===== config.mk =====
export PLATFORM = sky130hd
export DESIGN_NAME = signmag_split
export DESIGN_NICKNAME = d
export VERILOG_FILES = /design/src/rtl/signmag_split_pkg.sv /design/src/rtl/signmag_split_pipe_stage.sv /design/src/rtl/signmag_split.sv
export SDC_FILE = /design/constraint.sdc
export NUM_CORES = 1
export LEC_CHECK = 0
export CAP_MARGIN = 25
export CORE_MARGIN = 3
export CORE_UTILIZATION = 40
export CTS_CLUSTER_DIAMETER = 150
export CTS_CLUSTER_SIZE = 10
export DETAILED_ROUTE_END_ITERATION = 6
export PLACE_DENSITY_LB_ADDON = 0.2
export SYNTH_ARGS = -nofsm -noshare
export SYNTH_HDL_FRONTEND = slang
export SYNTH_SLANG_ARGS = --single-unit

===== constraint.sdc =====
create_clock -name clk -period 1.9 [get_ports clk]
set_input_delay 0.38 -clock clk [delete_from_list [all_inputs] [get_ports clk]]
set_output_delay 0.38 -clock clk [all_outputs]
set_load 0.05 [all_outputs]

===== src/rtl/signmag_split_pkg.sv =====
// Shared width, data types and negate helper for the signmag_split pipeline.
package signmag_split_pkg;

    localparam int WIDTH = 16;

    typedef logic [WIDTH-1:0] word_t;

    // Payload carried by both stages: the value (raw a, then |a|) plus sign and zero flags.
    typedef struct packed {
        word_t val;
        logic  neg;
        logic  zero;
    } split_t;

    localparam int SPLIT_W = $bits(split_t);

    // Two's-complement negation kept to WIDTH bits, so the most negative value maps to itself.
    function automatic word_t negate(input word_t x);
        return ~x + word_t'(1);
    endfunction

endpackage


===== src/rtl/signmag_split_pipe_stage.sv =====
// Valid/ready register slice: advances when empty or when downstream accepts.
module signmag_split_pipe_stage #(
    parameter int DW = 8
) (
    input  logic          clk,
    input  logic          reset,
    input  logic          in_valid,
    output logic          in_ready,
    input  logic [DW-1:0] in_data,
    output logic          out_valid,
    input  logic          out_ready,
    output logic [DW-1:0] out_data
);

    assign in_ready = !out_valid || out_ready;

    always_ff @(posedge clk or posedge reset) begin
        if (reset) begin
            // NOTE: non-blocking assignments keep every flop sampling pre-edge values.
            out_valid <= 1'b0;
            // NOTE: the data register is reset as well so outputs read all-zero out of reset.
            out_data  <= '0;
        end else if (in_ready) begin
            out_valid <= in_valid;
            // A bubble only clears valid; the data register keeps its stale contents.
            if (in_valid)
                out_data <= in_data;
        end
    end

endmodule


===== src/rtl/signmag_split.sv =====
// Two-stage sign/magnitude splitter: S1 captures a with its flags, S2 holds |a|.
module signmag_split
    import signmag_split_pkg::*;
(
    input  logic             clk,
    input  logic             reset,
    input  logic [WIDTH-1:0] a,
    input  logic             in_valid,
    output logic             in_ready,
    output logic [WIDTH-1:0] mag,
    output logic             neg,
    output logic             zero,
    output logic             out_valid,
    input  logic             out_ready
);

    split_t s1_in, s1_out, s2_in, s2_out;
    logic   s1_valid;
    logic   s2_ready;

    assign s1_in.val  = a;
    assign s1_in.neg  = a[WIDTH-1];
    assign s1_in.zero = (a == '0);

    signmag_split_pipe_stage #(.DW(SPLIT_W)) u_s1 (
        .clk       (clk),
        .reset     (reset),
        .in_valid  (in_valid),
        .in_ready  (in_ready),
        .in_data   (s1_in),
        .out_valid (s1_valid),
        .out_ready (s2_ready),
        .out_data  (s1_out)
    );

    // Magnitude is WIDTH bits unsigned: -2^(WIDTH-1) comes out with only the MSB set.
    assign s2_in.val  = s1_out.neg ? negate(s1_out.val) : s1_out.val;
    assign s2_in.neg  = s1_out.neg;
    assign s2_in.zero = s1_out.zero;

    signmag_split_pipe_stage #(.DW(SPLIT_W)) u_s2 (
        .clk       (clk),
        .reset     (reset),
        .in_valid  (s1_valid),
        .in_ready  (s2_ready),
        .in_data   (s2_in),
        .out_valid (out_valid),
        .out_ready (out_ready),
        .out_data  (s2_out)
    );

    assign mag  = s2_out.val;
    assign neg  = s2_out.neg;
    assign zero = s2_out.zero;

endmodule


==> results of run 1 <==
## flip-flops by register name, indices dropped and copies added (netlist names)
name and cells:
u_s1.out_valid 1, u_s1.out_data 17, u_s2.out_valid 1, u_s2.out_data 18
## power groups by stage
stage	sequential [mW]	combinational (mW)	clock (mW)
global route	1.11	1.07	0.604
finish	1.09	1.00	0.553
CTS	1.08	1.01	0.574
floorplan	1.43	0.335	0
global placement	1.09	0.993	0
detailed placement	1.10	1.01	0
## cell usage in the layout, fill, tap and decap left out, drive strengths merged
cell            n
clkdlybuf4s50  21
a21boi          1
or3             4
or2             2
nand4b          1
inv             3
nand2b          3
ha              1
mux2i           1
xnor2           2
o41ai           5
nand2          19
nor4            4
nor2b           1
clkbuf          8
buf            24
nor2            3
or4b            1
xor2           11
o31ai           2
dfrtp          37
nand4           1
or4             2
mux2           18
o21ai          21
nand3b          1
## synth_stat cells
cell | instances | area [µm²]
nand2_1 | 19 | 71.3
dfrtp_1 | 37 | 926
xor2_1 | 11 | 96.3
or4_4 | 1 | 11.3
or4_1 | 1 | 7.51
o41ai_4 | 1 | 27.5
buf_1 | 1 | 3.75
or3_2 | 1 | 7.51
or4b_4 | 1 | 13.8
xnor2_1 | 2 | 17.5
nor4_1 | 4 | 25.0
buf_2 | 1 | 5.00
mux2i_1 | 1 | 10.0
o41ai_2 | 3 | 48.8
or3_1 | 2 | 12.5
nand4_1 | 1 | 6.26
mux2_2 | 18 | 203
nand2b_1 | 3 | 18.8
o21ai_1 | 5 | 25.0
a21boi_0 | 1 | 7.51
nand4b_1 | 1 | 8.76
or2_2 | 2 | 12.5
o41ai_1 | 1 | 8.76
or3_4 | 1 | 11.3
ha_1 | 1 | 12.5
inv_1 | 3 | 11.3
clkbuf_1 | 3 | 11.3
nor2b_1 | 1 | 6.26
nand3b_1 | 1 | 7.51
nor2_1 | 3 | 11.3
o21ai_0 | 16 | 80.1
o31ai_1 | 2 | 15.0
## cell families (layout without fill, tap and decap cells)
family / after synthesis / count (layout) / share of synthesized area
compound gates: 29 / 29 / 0.122
xor+xnor: 13 / 13 / 0.0654
fa+ha+maj: 1 / 1 / 0.00719
buf+inv: 8 / 56 / 0.0180
flops: 37 / 37 / 0.532
mux: 19 / 19 / 0.122
simple gates: 42 / 42 / 0.133
## path summary, 6_finish.rpt
check,end,cells past startpoint
min reg2reg,u_s2.out_data[4],2
min,u_s2.out_data[4],2
max,u_s2.out_data[12],6
max in group asynchronous,u_s2.out_valid,3
max reg2reg,u_s2.out_data[12],6
min in group asynchronous,u_s2.out_data[12],3
## critical path, delay by kind of cell, from the launching register on
| family | cells | cell delay (ns) |
|---|---|---|
| buffers and inverters | 1 | 0.07 |
| AOI/OAI and AO/OA | 2 | 0.38 |
| adders and majority gates | 1 | 0.18 |
| and+or+nand+nor | 1 | 0.54 |
| xor gates and xnor gates | 1 | 0.18 |
| DFF | 1 | 0.38 |
## metrics by stage
step	area, µm²	util
after detailed placement	2240	0.547
after global routing	2350	0.575
after global placement	2240	0.547
after floorplan	1790	-
final	2350	0.575
after CTS	2330	0.570
## per-layer routing
metal  track usage  wire (µm)  vias to the layer above  share of wire
met5             0          0                        -              0
met4        0.0501         50                        0          0.014
met3        0.0485        166                        5          0.046
met2         0.237       1680                       29           0.47
met1         0.189       1680                      598           0.47
li1              -          -                      626              -
## what timing repair did
action,in CTS,in global routing
hold buffers,0,0
resized for setup,0,2
endpoints found under the setup margin,0,4
## layout make-up
cell class / instances / area share
multi-input combinational: 104 / 0.359
clock buffer: 8 / 0.0383
sequential: 37 / 0.395
timing repair buffer: 45 / 0.177
inverter: 3 / 0.00479
tap: 50 / 0.0266
==> summary.txt, run 1 <==
Status: finished, final reports clean
# Post-CTS Setup Buffers: 0
Drt total wl: 3.58 mm
Final cell count without fillers: 247
Pre-CTS WS: 0.0172 ns
Warning count from the yosys run: 0
Fin. Hold Viols: 0
HPWL Detailed: 2.72 mm
Cell Area, Synth: 0.00174 mm²
Flop pwr share: 0.411
Row count: 23
Syn nets: 170
Nets: 217
Clock transition at path regs: 0.07 ns
Worst-Margin Slew: 0.715 ns
CP Data Required Time: 2.08 ns
DIE AREA: 0.00518 mm²
Slew Limit Fails: 0
Setup_tns: 0 ns
Register area: 927 µm²
Final setup vio count: 0
Htree depth: 2
CP max FO: 5
Total global routing overflow: 0
Post-synthesis cell count: 149
I/O Pins: 40
CP peak stage delay: 0.54 ns
P per Cell Area: 1130 mW/mm²
Area Growth Syn to Fin: 35.0%
Reg2reg start: u_s1.out_data[2]
Vias post-DR: 1258
Initial DRC count: 45
Internal power: 1.63 mW
Yosys reg bits: 37
Critical Path End Type: flop
Routed len/inst: 14.5 µm
CP cell instances: inv_1 > ha_1 > or4b_4 > o41ai_4 > xor2_1 > o21ai_1
Die Ht: 72.0 µm
Multi-input gate area: 843 µm²
Post-route minimum period: 1.82 ns
RePlAce Congestion: 0.750
Lkg Pwr: 1.05 nW
Number of port buffers: 39
Hold Slack: 0.479 ns
Final Power: 2.64 mW
CP startpoint: u_s1.out_data[2]
Clk network pwr share: 0.209
RSZ-0062 raised after global routing: true
Clock sinks: 37
Antenna Cells: 0
Crit Path Category: reg -> reg
Crit-path slowest cell: or4b_4
Crit path DAT: 2.00 ns
CTS tree: built
Via-to-Cell Ratio: 5.09
Tcrit/Tclk final: 0.960
Antenna viol nets, final: 0
Distinct cells, synth: 32
Crit start category: flop
Clk root buf: clkbuf_8
Chip Width: 72.0 µm
Post-synthesis sequential area ratio: 0.532
Min-Delay Path Class: reg -> reg
Core Area: 0.00409 mm²
Drt pass-1 iters: 4
Switching share of power: 0.384
Max-Cap Viols: 0
Worst slew margin: 0.524
Max VDD drop: 0.527 mV
Num CTS Buffers: 5
Longest Clk Path Bufs: 2
Hold wc startpoint: u_s2.out_data[4]
Largest net degree at the start of global routing: 38
Total track usage: 0.148
Peak Freq: 548 MHz
Initial core utilization: 0.426
Worst Clk Skew: 0.00853 ns
Vias in the first global route: 1227
DRC Markers: 0
Avg Cell Area, Syn: 11.7 µm²
Placed instance count: 239
Layout cells sized above 1: 0.305
Fillers: 353
Sw Pwr: 1.02 mW
Logic gate share of total power: 0.380
Initial antenna violation count: 0
Final WS setup: 0.0760 ns
First-pass GRT wire length: 5.85 mm
Clk_lat worst skew: 0.29 ns
Flop-to-flop setup slack: 0.08 ns
(Power assumes the default switching activity.)
==> inputs of run 2 (changes only) <==
Settings changed: ABC_CLOCK_PERIOD_IN_PS from default to 1900.
==> results of run 2 <==
Final layout, timing and power as in run 1 (identical DEF).
==> patch 1 (settings of run 1) <==
`WIDTH`: 16 -> 32.
--- a/src/rtl/signmag_split_pkg.sv
+++ b/src/rtl/signmag_split_pkg.sv
@@ -3,3 +3,3 @@
 
-    localparam int WIDTH = 16;
+    localparam int WIDTH = 32;
 
Interface: changed (resized a and mag); port bits go from 40 to 72. The function was not compared with the original's and may differ.
==> patch 1 against run 1 <==
- the flow now finishes with violations (setup timing)
- global-route usage is 2.5 points higher
- via count is 110% higher
- largest cell class is now multi-input gates
- final area is 110% higher
- sequential share of layout area is 4.6 points lower
- sequential cell count is 32 higher
- largest power group is now combinational logic
- total power is 110% higher
- worst setup slack worse by 0.088 ns
- synthesized area is 98% higher
- critical path type unchanged
- sequential power is 88% higher
- routed wire length is 140% higher
==> patch 1: results (changes against run 1) <==
| Metric | Value |
|---|---|
| Largest net degree at the start of global routing | 70 (+84%) |
| Hold EP | u_s2.out_data[12] |
| Worst r2r src | u_s1.out_data[2] |
| Fin Hold WS | 0.484 ns (+0.00459 ns) |
| # placed instances | 487 (+100%) |
| Outcome | finished with violations |
| Max-slew headroom | 66.1% (+14 points) |
| Reg2reg setup slack | -0.01 ns (-0.09 ns) |
| Total GRT Usage | 17.3% (+2.5 points) |
| Final Non-Filler Cells | 518 (+110%) |
| Clock Latency Late Sink | 0.33 ns (+0.04 ns) |
| IO Port Bufs | 71 (+82%) |
| Power per standard cell area | 1110 mW/mm2 (-1.6%) |
| DR DRC count | 0 (unchanged) |
| Layout cells sized above 1 | 40.0% (+9.5 points) |
| Synth top cells by count | dfrtp_1, nand2_1, mux2_2, xor2_1, o21ai_0 |
| Part of the Yosys area used for sequential elements | 50.0% (-3.2 points) |
| Logic power comb | 2210 uW (+120%) |
| FF-to-FF End | u_s2.out_data[30] |
| Total length of routed wires | 8.53 mm (+140%) |
| Number of global-route vias before repair | 2584 (+110%) |
| CP arrival | 2.13 ns (+0.13 ns) |
| Place WS | -0.0425 ns (-0.0598 ns) |
| Setup_tns | -0.0276 ns (-0.0276 ns) |
| Hold path startpoint | u_s2.out_data[12] |
| RePlAce Congestion | 0.776 (+3.5%) |
| Max Fanout on Critical Path | 3 (-2) |
| Clock tree buffer depth | 2 (unchanged) |
| Starting DRC count in detailed routing | 158 (+250%) |
| Max Clock Skew | 0.00496 ns (-0.00358 ns) |
| Final WS setup | -0.0115 ns (-0.0875 ns) |
| Fill count | 679 (+92%) |
| Failing checks | setup timing |
| Syn_nets | 335 (+97%) |
| Final HPWL DP | 6.01 mm (+120%) |
| H-tree depth | 3 (+1) |
| Cell depth of the worst flop-to-flop path | 8 (+2) |
| Power Clock | 1240 uW (+120%) |
| Nets | 445 (+110%) |
| Leakage Power | 0.00221 uW (+110%) |
| Synthesized instance count | 298 (+100%) |
| Max VDD drop | 0.517 mV (-1.9%) |
| Cell-internal power | 3320 uW (+100%) |
| TritonCTS buffer count | 9 (+4) |
| Largest regs | u_s2.out_data x34, u_s1.out_data x33 |
| Final setup fails | 3 (+3) |
| First-pass GRT wire length | 13.4 mm (+130%) |
| Cell variety after synth | 43 (+34%) |
| Vias per cell | 5.15 (+1.1%) |
patch 1: repair_timing:
| action | CTS | global route |
|---|---|---|
| pin swaps | 0 | 28 |
| endpoints found under the setup margin | 3 | 19 |
| resized for setup | 2 | 31 |
| hold buffers | 0 | 0 |
| buffers inserted | 0 | 14 |
| endpoints found under the hold margin | 0 | 0 |
| cloned | 0 | 1 |
patch 1: worst max-delay path by stage:
| stage | end | depth (start not counted) | start |
|---|---|---|---|
| after floorplan | u_s1.out_data[10] | 4 | u_s2.out_valid |
| after global placement | u_s2.out_data[32] | 7 | u_s1.out_data[2] |
| after detailed placement | u_s2.out_data[28] | 7 | u_s1.out_data[2] |
| after CTS | u_s2.out_data[32] | 7 | u_s1.out_data[2] |
| after global routing | u_s2.out_data[23] | 7 | u_s1.out_data[2] |
| final | u_s2.out_data[30] | 8 | u_s1.out_data[2] |
patch 1: metal layers:
metal  global-route usage, %  vias up  share of wire [%]
met4                    5.99        0                1.7
met2                    24.0       62                 44
met5                       0        -                  0
li1                        -     1294                  -
met3                    4.25       11                4.3
met1                    26.2     1300                 50
patch 1: logic make-up after synthesis:
logic type,share of synthesized area [%]
simple gates,17.0
flops,50.0
compound gates,11.7
mux,11.6
xor+xnor,7.10
buf+inv,2.25
fa+ha+maj,0.362
patch 1: worst max-delay path: stages, from the launching register on:
cell	delay, ns
dfrtp_1	0.40
inv_1	0.10
ha_2	0.19
nor3b_4	0.32
nand2_4	0.12
buf_12	0.15
o41ai_4	0.21
xor2_1	0.21
o21ai_1	0.08
patch 1: cell type report:
class                           instances  area (um2)  area share [%]
Sequential cell                        69        1730            34.8
Timing Repair Buffer                  112        1030            20.8
Inverter                                4        18.8           0.378
Clock buffer                           12         165            3.33
Tap cell                              105         131            2.65
Multi-Input combinational cell        212        1840            37.1
Clock inverter                          4        45.0           0.907
==> patch 2 (settings of run 1) <==
Without the edit above. Reset style: synchronous (`reset`), changed in one clocked block.
--- a/src/rtl/signmag_split_pipe_stage.sv
+++ b/src/rtl/signmag_split_pipe_stage.sv
@@ -16,3 +16,3 @@
 
-    always_ff @(posedge clk or posedge reset) begin
+    always_ff @(posedge clk) begin
         if (reset) begin
Check against the original RTL: differs if reset is asserted again (counterexample within 4 cycles, from zero or initial values and one cycle with reset high); with reset held inactive, the same outputs for 10 cycles.
==> patch 2 against run 1 <==
- synthesized cell count increased by 40%
- count of clock-buffer cells in the layout down 2
- final area rose by 0.64%
- global-route usage grew 1.1 points
- worst setup slack better by 0.011 ns
- register-to-register slack gained 0.04 ns
- via count is 23% higher
- synthesized area increased by 1.3%
- core utilization is essentially flat
- routed wire length rose by 8.7%
- sequential cell count stayed put
Power is not compared: it rests on default switching activity, and its combinational part moved more than twofold at a synthesized area within 25%.
==> patch 2: results (changes against run 1) <==
| Metric | Value |
|---|---|
| Clock network contribution to total cell area | 5.08% (+1.2 points) |
| Max-slew headroom | 65.8% (+13 points) |
| Crit-path max cell delay | 0.81 ns (+0.27 ns) |
| First-pass GRT wire length | 6.52 mm (+11%) |
| Fill count | 395 (+12%) |
| # placed instances | 294 (+23%) |
| # clk buffers | 6 (-2) |
| Largest net degree at the start of global routing | 32 (-16%) |
| Max Fanout on Critical Path | 2 (-3) |
| IO Port Bufs | 39 (unchanged) |
| Register area | 741 um2 (-20%) |
| CP arrival | 1.43 ns (-0.57 ns) |
| Vias per cell | 5.12 (+0.45%) |
| Comb_multi_in | 154 (+48%) |
| Crit path time final | 1.81 ns (-0.0107 ns) |
| Total GRT Usage | 15.9% (+1.1 points) |
| Synth top cells by count | dfxtp_1, nand2_1, a21oi_1, nand3_1, nor2_1 |
| Hold path startpoint | u_s2.out_data[17] |
| Synth Flop Type | dfxtp_1 |
| Syn Area/Cell | 8.44 um2 (-28%) |
| Core Box Area | 0.00412 mm2 (+0.70%) |
| Reg2reg setup slack | 0.12 ns (+0.04 ns) |
| Nets | 272 (+25%) |
| Cell variety after synth | 34 (+6.3%) |
| Worst path top cell family by delay | buffers and inverters |
| Clock group share of total power | 36.2% |
| Adder-cell share of the synthesized area | 0.710% (-0.0092 points) |
| Part of the Yosys area used for sequential elements | 42.0% (-11 points) |
| Syn_nets | 230 (+35%) |
| Async set or reset register ratio after synthesis | 0% (-100 points) |
| Total Power | between 1500 and 2000 uW |
| Synth area leaders | dfxtp_1, a21oi_1, nand2_1 |
| Main combinational cell family by area after synthesis | simple AND/OR/NAND/NOR gates |
| Final HPWL DP | 2.86 mm (+5.3%) |
| Critical Path Source | u_s2.out_data[17] |
| Synth warnings | 0 (unchanged) |
| Multi-input combinational area share | 40.4% (+4.5 points) |
| Starting DRC count in detailed routing | 42 (-6.7%) |
| Hold EP | u_s2.out_data[17] |
| FF-to-FF End | u_s2.out_data[14] |
| Bufs w/o clock | 50 (+11%) |
| Number of global-route vias before repair | 1425 (+16%) |
| Worst r2r src | u_s1.out_data[2] |
| Max stage delay cell, worst path | clkdlybuf4s50_1 |
| Layout cells sized above 1 | 15.9% (-15 points) |
| Fin Hold WS | 0.454 ns (-0.0251 ns) |
| Max Clock Skew | 0.00444 ns (-0.00409 ns) |
| WL/cell | 12.9 um (-11%) |
| Crit path capture type | primary output |
| XOR/XNOR share of the synthesized area | 4.97% (-1.6 points) |
| Compound-cell area share of the yosys netlist | 15.8% (+3.5 points) |
| Dpl cell area | 0.00224 mm2 (+0.11%) |
| Place WS | 0.0906 ns (+0.0734 ns) |
| Mux cell area share after synthesis | 3.41% (-8.8 points) |
| Outcome | completed |
| Via count | 1545 (+23%) |
| Setup crit end | mag[15] |
patch 2: cell types whose count changed after synthesis, sizes merged, moves of 3 or more:
cell | run 1 | this run
nor2 | 3 | 16
nor2b | 1 | 8
xor2 | 11 | 8
clkbuf | 3 | 11
dfxtp | 0 | 37
nand2 | 19 | 25
nor4 | 4 | 7
nand3 | 0 | 17
o21ai | 21 | 4
a211oi | 0 | 11
dfrtp | 37 | 0
mux2 | 18 | 0
a21oi | 0 | 22
mux2i | 1 | 6
patch 2: what timing repair did:
action / 4_1_cts / 5_1_grt
gates resized for setup: 0 / 1
hold buffers: 0 / 0
endpoints found under the setup margin: 0 / 2
buffers inserted: 0 / 0
patch 2: per-layer routing:
metal	up-vias	routed length, um	part of all wire [%]	GRT usage (%)
met3	4	198	5.1	5.12
met2	33	1700	44	24.5
li1	827	-	-	-
met1	681	1940	50	20.9
met5	-	0	0	0
met4	0	48	1.2	5.53
